## config.mk

```make
export PLATFORM = sky130hd
export DESIGN_NAME = chip8_mem_sched
export DESIGN_NICKNAME = d
export VERILOG_FILES = /design/src/rtl/chip8_mem_sched.sv
export SDC_FILE = /design/constraint.sdc
export NUM_CORES = 1
export LEC_CHECK = 0
export ABC_AREA = 1
export CAP_MARGIN = 20
export CORE_ASPECT_RATIO = 0.7
export CORE_MARGIN = 2
export CORE_UTILIZATION = 45
export DETAILED_ROUTE_END_ITERATION = 12
export PLACE_DENSITY = 0.91
export SLEW_MARGIN = 20
export SYNTH_ARGS = -nofsm -noshare
export SYNTH_HDL_FRONTEND = slang
export SYNTH_SLANG_ARGS = --single-unit
```

## constraint.sdc

```tcl
create_clock -name clk_in -period 1.85 [get_ports clk_in]
set_input_delay 0.185 -clock clk_in [delete_from_list [all_inputs] [get_ports clk_in]]
set_output_delay 0.185 -clock clk_in [all_outputs]
set_load 0.02 [all_outputs]
```

## src/rtl/chip8_mem_sched.sv

```systemverilog
// Boot sequencer and access scheduler for the CHIP-8 4096x8 single-port memory.
// Optional write protection of the low region is enabled by CHIP8_MEM_WRITE_PROTECT_EN.
module chip8_mem_sched #(
  parameter int                ADDR_W      = 12,
  parameter logic [ADDR_W-1:0] FONT_BASE   = ADDR_W'(12'h000),
  parameter logic [ADDR_W-1:0] PROTECT_TOP = ADDR_W'(12'h1FF)
) (
  input  logic              clk_in,
  input  logic              rst_in,
  input  logic              rom_req,
  input  logic [ADDR_W-1:0] rom_addr,
  input  logic [7:0]        rom_wdata,
  input  logic              rom_done,
  output logic              rom_ack,
  input  logic              cpu_req,
  input  logic              cpu_we,
  input  logic [ADDR_W-1:0] cpu_addr,
  input  logic [7:0]        cpu_wdata,
  output logic              cpu_ack,
  output logic [7:0]        cpu_rdata,
  input  logic              aux_req,
  input  logic [ADDR_W-1:0] aux_addr,
  output logic              aux_ack,
  output logic [7:0]        aux_rdata,
  output logic              mem_en,
  output logic              mem_we,
  output logic [ADDR_W-1:0] mem_addr,
  output logic [7:0]        mem_wdata,
  input  logic [7:0]        mem_rdata,
  output logic              font_ready,
  output logic              system_ready,
  output logic              prot_err
);

`ifdef CHIP8_MEM_WRITE_PROTECT_EN
  localparam bit WP_EN = 1'b1;
`else
  localparam bit WP_EN = 1'b0;
`endif

  localparam logic [7:0] FONT_TBL [0:79] = '{
    8'hF0, 8'h90, 8'h90, 8'h90, 8'hF0,  8'h20, 8'h60, 8'h20, 8'h20, 8'h70,
    8'hF0, 8'h10, 8'hF0, 8'h80, 8'hF0,  8'hF0, 8'h10, 8'hF0, 8'h10, 8'hF0,
    8'h90, 8'h90, 8'hF0, 8'h10, 8'h10,  8'hF0, 8'h80, 8'hF0, 8'h10, 8'hF0,
    8'hF0, 8'h80, 8'hF0, 8'h90, 8'hF0,  8'hF0, 8'h10, 8'h20, 8'h40, 8'h40,
    8'hF0, 8'h90, 8'hF0, 8'h90, 8'hF0,  8'hF0, 8'h90, 8'hF0, 8'h10, 8'hF0,
    8'hF0, 8'h90, 8'hF0, 8'h90, 8'h90,  8'hE0, 8'h90, 8'hE0, 8'h90, 8'hE0,
    8'hF0, 8'h80, 8'h80, 8'h80, 8'hF0,  8'hE0, 8'h90, 8'h90, 8'h90, 8'hE0,
    8'hF0, 8'h80, 8'hF0, 8'h80, 8'hF0,  8'hF0, 8'h80, 8'hF0, 8'h80, 8'h80
  };

  typedef enum logic [1:0] {ST_FONT, ST_ROM, ST_RUN} state_t;
  typedef enum logic [1:0] {OWN_ROM, OWN_CPU, OWN_AUX} owner_t;

  function automatic logic [7:0] font_byte(input logic [6:0] idx);
    return FONT_TBL[idx];
  endfunction

  state_t              r_state, w_state;
  owner_t              r_owner, w_owner;
  logic [6:0]          r_font_idx, w_font_idx;
  logic                r_issue, w_issue;
  logic                r_last_grant, w_last_grant;   // 1 = aux was granted last
  logic                r_done_pend, w_done_pend;
  logic                r_mem_en, w_mem_en;
  logic                r_mem_we, w_mem_we;
  logic [ADDR_W-1:0]   r_mem_addr, w_mem_addr;
  logic [7:0]          r_mem_wdata, w_mem_wdata;
  logic                r_rom_ack, w_rom_ack;
  logic                r_cpu_ack, w_cpu_ack;
  logic                r_aux_ack, w_aux_ack;
  logic                r_font_ready, w_font_ready;
  logic                r_sys_ready, w_sys_ready;
  logic                r_prot_err, w_prot_err;
  logic                w_cpu_go, w_aux_go, w_pick_cpu, w_prot_hit;

  // A requester whose ack is showing this cycle is still holding its request; mask it.
  assign w_cpu_go   = cpu_req & ~r_cpu_ack;
  assign w_aux_go   = aux_req & ~r_aux_ack;
  assign w_pick_cpu = w_cpu_go & (~w_aux_go | r_last_grant);
  assign w_prot_hit = WP_EN & cpu_we & (cpu_addr <= PROTECT_TOP);

  always_comb begin
    w_state      = r_state;
    w_owner      = r_owner;
    w_font_idx   = r_font_idx;
    w_issue      = 1'b0;
    w_last_grant = r_last_grant;
    w_done_pend  = r_done_pend;
    w_mem_en     = 1'b0;
    w_mem_we     = 1'b0;
    w_mem_addr   = r_mem_addr;
    w_mem_wdata  = r_mem_wdata;
    w_rom_ack    = 1'b0;
    w_cpu_ack    = 1'b0;
    w_aux_ack    = 1'b0;
    w_font_ready = r_font_ready | (r_state != ST_FONT);
    w_sys_ready  = r_sys_ready;
    w_prot_err   = r_prot_err;

    if (r_issue) begin
      case (r_owner)
        OWN_ROM: w_rom_ack = 1'b1;
        OWN_CPU: w_cpu_ack = 1'b1;
        OWN_AUX: w_aux_ack = 1'b1;
        default: ;
      endcase
    end

    case (r_state)
      ST_FONT: begin
        w_mem_en    = 1'b1;
        w_mem_we    = 1'b1;
        w_mem_addr  = FONT_BASE + ADDR_W'(r_font_idx);
        w_mem_wdata = font_byte(r_font_idx);
        if (r_font_idx == 7'd79) w_state = ST_ROM;
        else                     w_font_idx = r_font_idx + 7'd1;
      end
      ST_ROM: begin
        // rom_done during an in-flight write is remembered until that write is acked.
        if (r_issue) begin
          if (rom_done) w_done_pend = 1'b1;
        end else if (rom_done || r_done_pend) begin
          w_state     = ST_RUN;
          w_done_pend = 1'b0;
          w_sys_ready = 1'b1;
        end else if (rom_req && !r_rom_ack) begin
          w_issue     = 1'b1;
          w_owner     = OWN_ROM;
          w_mem_en    = 1'b1;
          w_mem_we    = 1'b1;
          w_mem_addr  = rom_addr;
          w_mem_wdata = rom_wdata;
        end
      end
      ST_RUN: begin
        if (!r_issue) begin
          if (w_pick_cpu) begin
            w_issue      = 1'b1;
            w_owner      = OWN_CPU;
            w_last_grant = 1'b0;
            w_mem_addr   = cpu_addr;
            w_mem_wdata  = cpu_wdata;
            if (w_prot_hit) begin
              w_prot_err = 1'b1;
            end else begin
              w_mem_en = 1'b1;
              w_mem_we = cpu_we;
            end
          end else if (w_aux_go) begin
            w_issue      = 1'b1;
            w_owner      = OWN_AUX;
            w_last_grant = 1'b1;
            w_mem_en     = 1'b1;
            w_mem_addr   = aux_addr;
          end
        end
      end
      default: w_state = ST_FONT;
    endcase
  end

  always_ff @(posedge clk_in or negedge rst_in) begin
    if (!rst_in) begin
      r_state      <= ST_FONT;
      r_owner      <= OWN_ROM;
      r_font_idx   <= '0;
      r_issue      <= 1'b0;
      r_last_grant <= 1'b1;
      r_done_pend  <= 1'b0;
      r_mem_en     <= 1'b0;
      r_mem_we     <= 1'b0;
      r_mem_addr   <= '0;
      r_mem_wdata  <= '0;
      r_rom_ack    <= 1'b0;
      r_cpu_ack    <= 1'b0;
      r_aux_ack    <= 1'b0;
      r_font_ready <= 1'b0;
      r_sys_ready  <= 1'b0;
      r_prot_err   <= 1'b0;
    end else begin
      r_state      <= w_state;
      r_owner      <= w_owner;
      r_font_idx   <= w_font_idx;
      r_issue      <= w_issue;
      r_last_grant <= w_last_grant;
      r_done_pend  <= w_done_pend;
      r_mem_en     <= w_mem_en;
      r_mem_we     <= w_mem_we;
      r_mem_addr   <= w_mem_addr;
      r_mem_wdata  <= w_mem_wdata;
      r_rom_ack    <= w_rom_ack;
      r_cpu_ack    <= w_cpu_ack;
      r_aux_ack    <= w_aux_ack;
      r_font_ready <= w_font_ready;
      r_sys_ready  <= w_sys_ready;
      r_prot_err   <= w_prot_err;
    end
  end

  assign mem_en       = r_mem_en;
  assign mem_we       = r_mem_we;
  assign mem_addr     = r_mem_addr;
  assign mem_wdata    = r_mem_wdata;
  assign rom_ack      = r_rom_ack;
  assign cpu_ack      = r_cpu_ack;
  assign aux_ack      = r_aux_ack;
  // Read data arrives from memory in the ack cycle itself, so it is passed through gated.
  assign cpu_rdata    = r_cpu_ack ? mem_rdata : 8'h00;
  assign aux_rdata    = r_aux_ack ? mem_rdata : 8'h00;
  assign font_ready   = r_font_ready;
  assign system_ready = r_sys_ready;
  assign prot_err     = r_prot_err;

endmodule

```

# After elaboration in Yosys (flattened, before gate mapping)
# Memory sizes are Yosys's and may differ from the RTL's.
# Cells that the tools add are included.
# Widths: inputs -> output; s select.
# op_classes
n_addsub,1
multipliers,0
div,0
order_cmp,1
n_eq_ne,14
n_shift,0
n_mux,50
bitwise_logic,12
reduce_logical,18
# ops
cell,count
$mux 12,6
$mux 8,9
$pmux 12 s3,1
$pmux 8 s3,1
$mux 1,19
$mux 2,9
$reduce_and 6->1,3
$ne 2x2->1 const B,8
$reduce_and 3->1,3
$ge 8x8->1 const B,1
$not 7->8,1
$reduce_bool 2->1,4
$add 7x1->7 const B,1
$eq 7x7->1 const B,1
$not 1->1,6
$pmux 1 s3,2
$pmux 2 s3,1
$eq 2x1->1 const B,2
$eq 2x2->1 const B,2
$logic_not 2->1,2
$pmux 2 s2,1
$reduce_and 4->1,1
$and 1x1->1,3
$ne 3x3->1 const B,1
other kinds (7),8
# word_totals
ff_bits,41
latch_bits,0
ram_bits,0
mem_bits_ro,1024
input_bits,67
out_inout_bits,44
n_memories,1
# memory_table
memory,depth,width,read_ports,rd_ports_with_merged_regs,wr,line,source
(no name shown),128,8,1,0,0,56,return FONT_TBL[idx];

# Longest topological paths before layout
# Gate-level depths: netlist (run 1).
# logic_depth
depth_word,8
depth_mapped,13
mapped_depth_nobuf,13

# Worst setup path before layout (run 1)
# Ideal clock, no wire load.
# synth_path
path_type,reg-to-reg
start,register r_state[0]
end,"register r_mem_addr[4], in the netlist mem_addr[4]"
setup_time_ns,0.117
t_arrival_ns,1.523
required_time_ns,1.733
slack_ns,0.210
path_stages_with_launch,10
path_buffers,2
cell_sequence,dfrtp_1 inv_1 ha_1 buf_4 clkinv_1 clkbuf_1 a21oi_1 nand3_1 nand3_1 nand2_1
# synth_via
elab_chain_len,3
elab_cells_between_ends,11
# synth_rtl
item,line,source
start: declaration,59,"state_t r_state, w_state;"
start signal: assignment,182,r_state <= w_state;
"$eq 2x2->1, or another cell as far along",110,case (r_state)
"$ne 3x3->1 (no line), or another cell as far along",--,
$reduce_and 6->1 (no line),--,
end signal: assignment,190,r_mem_addr <= w_mem_addr;
end: declaration,67,"logic [ADDR_W-1:0] r_mem_addr, w_mem_addr;"
# Parallel ways exist; a longest one is shown, timed or not.
# A chain may end at the register's enable or synchronous reset.

# Worst setup path after layout (run 1)
# layout_path
start,"register r_cpu_ack, in the netlist cpu_ack"
end,output cpu_rdata[3]
# layout_via
elab_chain_len,1
# layout_rtl
item,line,source
start: declaration,70,"logic r_cpu_ack, w_cpu_ack;"
start signal: assignment,193,r_cpu_ack <= w_cpu_ack;
$mux 8,209,assign cpu_rdata = r_cpu_ack ? mem_rdata : 8'h00;
end: declaration,20,"output logic [7:0] cpu_rdata,"
# Every way passes these cells.

==> results of run 1 <==
-- Yosys cell counts, drive strengths merged (2+ instances only) --
cell    instances  area [um^2]
o21ai          16        91.34
nor3            5        25.02
ha             11        137.6
xor2            5        43.79
nand2         152        600.6
dfrtp          40         1001
inv            45        168.9
a21oi          17        88.84
clkinv          2        7.510
a22o            7        61.31
buf            13        92.58
clkbuf          2        7.510
nand3          52        280.3
or2             2        12.51
nor2           36        177.7
-- power by group --
part           internal (mW)  switching [mW]  leakage, nW  total (mW)
logic                  0.130          0.0571         1.66       0.187
clock network          0.272           0.335       0.0447       0.607
registers              0.896        0.000520        0.522       0.897
-- sequential cells by signal, indices dropped and copies added (netlist names) --
signal and flops:
mem_wdata 8, aux_ack 1, mem_we 1, mem_addr 12, r_issue 1, r_font_idx 7, cpu_ack 1, r_last_grant 1
r_done_pend 1, mem_en 1, r_owner 2, system_ready 1, font_ready 1, rom_ack 1, r_state 2
-- worst max-delay path: cells and delay by family (launching register included) --
kind	cells	cell delay, ps
and+or+nand+nor	1	60
buffers and inverters	3	820
DFF	1	480
-- area by class of cell --
cell class	count	area share, %
clock inverters	3	0.5762
multi-input cells	311	37.34
flip-flops and latches	41	23.68
inverters	47	4.149
clock buffers	5	1.585
repair buffers	136	30.42
well taps	78	2.247
-- path summary, 6_finish.rpt --
kind                          startpoint             to  slack (ps)  cells after the start
min                           r_owner[0]        rom_ack         450                      1
min reg2reg                   r_owner[0]        rom_ack         450                      1
max reg2reg                r_font_idx[1]  r_font_idx[6]          10                      8
max in group asynchronous         rst_in   r_last_grant        1000                      3
max                              cpu_ack   cpu_rdata[3]           1                      4
min in group asynchronous         rst_in  r_font_idx[6]         480                      3
-- layer usage --
layer / vias up / wire length (um)
met5: - / 0
met4: 0 / 296
met3: 40 / 1065
met2: 220 / 4473
met1: 1558 / 3986
li1: 1571 / -
-- timing repair --
action / CTS / global route
gates cloned: 0 / 1
setup endpoints to repair: 9 / 18
pin swaps: 0 / 5
setup buffers: 0 / 10
resized for setup: 2 / 12
hold endpoints to repair: 40 / 0
hold buffers: 1 / 0
-- cells by family after synthesis --
kind of cell	count (synthesis)	share of synthesized area, %
DFF	41	35.77
AOI/OAI and AO/OA	44	9.500
xor gates and xnor gates	5	1.525
buffers and inverters	62	9.629
other	1	0.1306
and+or+nand+nor	249	38.65
adders and majority gates	11	4.793
==> flow_metrics.py, run 1 <==
metrics = {
    "outcome": {
        "status": "finished clean",
    },
    "setup_path": {
        "slowest_delay_ps": 600,
        "worst-setup-path-type": "reg -> out",
        "slowest_stage": "clkdlybuf4s50_1",
        "crit_arrival_ps": 1660,
        "start_kind": "flop",
        "crit_required_ps": 1660,
        "crit_path_cell_trace": "buf_4, nand2_1, inv_1, clkdlybuf4s50_1",
        "endpoint_kind": "output pin",
        "crit_fanout": 6,
    },
    "timing": {
        "hold_ws_ps": 447.9,
        "tns_ps": 0,
        "fmax_ghz": 0.5409,
        "rsz0062_at_grt": "yes",
        "maxSlewHeadroom_pct": 65.24,
        "fin_crit_sh_pct": 99.94,
        "tightest_slew_ps": 521.5,
        "setup_viol": 0,
        "report.final.hold_viol_count": 0,
        "finalCriticalPeriod_ps": 1849,
        "slew_violations": 0,
        "worst_clock_skew_ps": 8.284,
        "finalWorstSetupSlack_ps": 1.100,
    },
    "finish": {
        "stdcell_area_um2": 4343,
        "drive_gt1_share_pct": 13.26,
        "multi_input_area_um2": 1622,
        "diodes": 0,
        "final_common_cell": "nand2_1",
        "area_growth_pct": 51.24,
        "layout_common_cells": "145 x nand2_1, 106 x clkdlybuf4s50_1, 47 x nand3_1, 39 x dfrtp_1, 37 x inv_1",
        "fillerInstances": 460,
        "final_cells": 621,
        "fin_nets": 620,
        "final_util_pct": 70.21,
        "ff_latch_area_um2": 1028,
    },
    "route": {
        "remaining_drc_errors": 0,
        "drt_iter0_drc": 327,
        "routed_wl_um": 9821,
        "drt-pass1-iter-count": 5,
        "final_antenna_net_count": 0,
        "wire_per_inst_um": 15.81,
        "num_vias": 3389,
        "viasPerCell": 5.457,
    },
    "global_routing": {
        "grt_pass1_vias": 3228,
        "antenna_found_initial": 0,
        "grt_first_pass_wirelength_um": 15080,
        "grt_use_met2_pct": 45.12,
        "grtUsageMet1_pct": 34.84,
        "grt_overflow": 0,
        "grtUsageMet3_pct": 6.522,
        "grt_max_degree": 42,
        "busiest_layer": "met2",
        "grt.total_usage_pct": 26.60,
    },
    "clock_network": {
        "clock_latency_ps": 300,
        "cts-root-buf": "clkbuf_8",
        "clk_pin_slew_ps": 90,
        "cts_made_buffers": 5,
        "cts.path.max_buffers": 2,
        "cts_tree": "built",
        "clkSinkCount": 41,
        "cts_htree_levels": 2,
    },
    "die": {
        "io_pins": 111,
        "rows": 24,
        "start_util_pct": 46.42,
        "die_area_um2": 7046,
        "die_h_um": 70.84,
        "die_x_um": 99.48,
        "core_area_um2": 6186,
    },
    "power_and_ir_drop": {
        "powerDensity_nw_per_um2": 389.3,
        "leakagePower_nw": 2.229,
        "p_total_mw": 1.691,
        "peakVddDrop_mv": 0.2621,
    },
    "flow_run": {
        "maxCapViolations": 0,
    },
    "logic_synthesis": {
        "synth_cells": 413,
        "yosys_register_bits": 41,
        "synth_edf_count": 0,
        "netlist-cell-type-count": 34,
        "async_flop_share_pct": 100.0,
        "syn_area_um2": 2872,
        "yosys_most_used_dff": "dfrtp_1",
        "synth_nets": 491,
        "ys_warn_count": 0,
        "ys_seq_area_share_pct": 35.77,
        "synth.avg_cell_area_um2": 6.953,
    },
    "place": {
        "place_area_um2": 4088,
        "dp_hpwl_um": 7060,
        "place_ws_ps": -40.39,
        "place_congestion": 1.013,
        "io_buffers": 109,
        "dp.cells": 601,
    },
    "worst_hold_path": {
        "hold_class": "reg -> reg",
    },
}
No activity file was read; power rests on OpenSTA's default activity.
==> run 2: changes to the inputs <==
- PLACE_DENSITY: 0.91 -> not set
- PLACE_DENSITY_LB_ADDON: not set -> 0.08
==> run 2 against run 1 <==
Effect of this change:
- clock power is 5.8% lower
- via count shrank 9.0%
- utilization shrank 2.2 points
- largest cell class unchanged
- flip-flop and latch count is the same
- sequential power about the same
- highest routed layer unchanged
- setup slack improved by 140 ps
==> flow_metrics.py, run 2 (synthesized netlist as in run 1, its figures left out) <==
metrics = {
    "outcome": {
        "status": "finished clean",
    },
    "timing": {
        "finalCriticalPeriod_ps": 1714,
        "rsz0062_at_grt": "yes",
        "fmax_ghz": 0.5836,
        "setup_viol": 0,
        "slew_violations": 0,
        "hold_ws_ps": 435.2,
        "maxSlewHeadroom_pct": 65.29,
        "report.final.hold_viol_count": 0,
        "tightest_slew_ps": 520.7,
        "worst_clock_skew_ps": 14.36,
        "fin_crit_sh_pct": 92.62,
    },
    "route": {
        "drt-pass1-iter-count": 5,
        "remaining_drc_errors": 0,
        "viasPerCell": 5.049,
        "final_antenna_net_count": 0,
        "num_vias": 3085,
        "wire_per_inst_um": 13.48,
        "drt_iter0_drc": 196,
        "routed_wl_um": 8236,
    },
    "clock_network": {
        "clock_latency_ps": 300,
        "clk_pin_slew_ps": 80,
        "clkSinkCount": 41,
        "cts_htree_levels": 2,
        "cts_made_buffers": 5,
        "cts.path.max_buffers": 2,
        "cts_tree": "built",
        "cts-root-buf": "clkbuf_8",
    },
    "power_and_ir_drop": {
        "powerDensity_nw_per_um2": 392.2,
        "p_int_mw": 1.290,
        "seq_power_share_pct": 54.4,
        "leakagePower_nw": 2.122,
        "netSwitchingPower_uw": 360.5,
        "clkPwrFrac_pct": 34.7,
        "p_comb_share_pct": 11.0,
        "peakVddDrop_mv": 0.2239,
        "switching_share_pct": 21.84,
    },
    "die": {
        "start_util_pct": 46.42,
        "die_area_um2": 7046,
        "rows": 24,
        "core_area_um2": 6186,
        "die_x_um": 99.48,
        "die_h_um": 70.84,
        "io_pins": 111,
    },
    "worst_hold_path": {
        "hp-start": "r_owner[0]",
        "hold_depth": 1,
        "hold_class": "reg -> reg",
    },
    "finish": {
        "diodes": 0,
        "layout_common_cells": "146 x nand2_1, 108 x clkdlybuf4s50_1, 48 x nand3_1, 39 x dfrtp_1, 38 x inv_1",
        "final_cells": 611,
        "largest_reg_flops": 12,
        "fillerInstances": 543,
        "area_growth_pct": 46.54,
        "multi_input_area_um2": 1584,
        "stdcell_area_um2": 4208,
        "fin_nets": 610,
        "ff_latch_area_um2": 1028,
        "final_common_cell": "nand2_1",
        "drive_gt1_share_pct": 10.32,
    },
    "setup_path": {
        "path_delay_family": "buffers and inverters",
        "crit_fanout": 9,
        "endpoint_kind": "output pin",
        "crit_arrival_ps": 1530,
        "slowest_delay_ps": 600,
        "crit_path_cell_trace": "buf_4, nand2_1, inv_1, clkdlybuf4s50_1",
        "reg2reg_from": "r_state[1]",
        "worst-path-buf-inv": 3,
        "cp-startpoint": "aux_ack",
        "critical_path_depth": 4,
        "r2r_cells": 9,
        "slowest_stage": "clkdlybuf4s50_1",
        "worst-setup-path-type": "reg -> out",
        "start_kind": "flop",
        "crit_required_ps": 1660,
    },
    "place": {
        "dp_hpwl_um": 6397,
        "place_congestion": 0.9418,
        "dp.cells": 599,
        "place_area_um2": 4073,
        "io_buffers": 109,
    },
    "global_routing": {
        "antenna_found_initial": 0,
        "grt_max_degree": 42,
        "grt_pass1_vias": 2786,
        "grt_overflow": 0,
        "grt.total_usage_pct": 23.26,
        "grt_first_pass_wirelength_um": 13320,
    },
    "flow_run": {
        "maxCapViolations": 0,
    },
}
-- run 2: power groups by stage --
stage,clock (mW),sequential [mW],combinational [mW]
after floorplan,0,0.916,0.0148
after global placement,0,0.915,0.180
after detailed placement,0,0.915,0.181
after CTS,0.574,0.897,0.184
after global routing,0.625,0.897,0.193
final,0.572,0.897,0.181
-- run 2: worst paths after layout --
path	end	slack, ps
setup reg to reg	mem_addr[1]	160
setup / recovery	aux_rdata[6]	140
hold reg to reg	rom_ack	440
min in group asynchronous	mem_wdata[7]	460
hold / removal	rom_ack	440
max in group asynchronous	cpu_ack	990
-- run 2: what timing repair did --
action,in CTS,in global routing
resized for setup,0,5
setup buffers,0,3
endpoints found under the hold margin,40,0
hold buffers,1,0
endpoints found under the setup margin,0,21
-- run 2: final cells by class --
cell class	instances	area share (%)
clock buffer	7	1.814
clock inverter	1	0.1189
inverter	47	4.282
multi-input combinational	310	37.64
sequential	41	24.44
tap	78	2.319
timing repair buffer	127	29.38
-- run 2: worst reg2reg max path, cell delays in order (launching register included) --
cell and delay [ps]:
dfrtp_1 380, inv_1 70, ha_1 200, inv_2 150
o21ai_2 110, o21ai_4 220, nand3_4 150, buf_4 190
nand2_1 60, nand2_1 50
-- run 2: routing by layer --
| metal | wire, um | vias to the layer above | GRT usage, % |
|---|---|---|---|
| met5 | 0 | - | 0 |
| met4 | 27 | 0 | 3.805 |
| met3 | 753 | 4 | 6.719 |
| met2 | 3559 | 129 | 34.83 |
| met1 | 3895 | 1405 | 34.17 |
| li1 | - | 1547 | - |
-- run 2: metrics by stage --
step	setup WS [ps]	power [mW]	utilization [%]	setup TNS (ps)
2_1_floorplan	209.9	0.9313	-	0
3_3_place_gp	155.4	1.095	65.84	0
3_5_place_dp	91.97	1.096	65.84	0
4_1_cts	37.94	1.655	67.31	0
5_1_grt	-0.6735	1.715	68.02	-0.6735
6_report	136.5	1.650	68.02	0
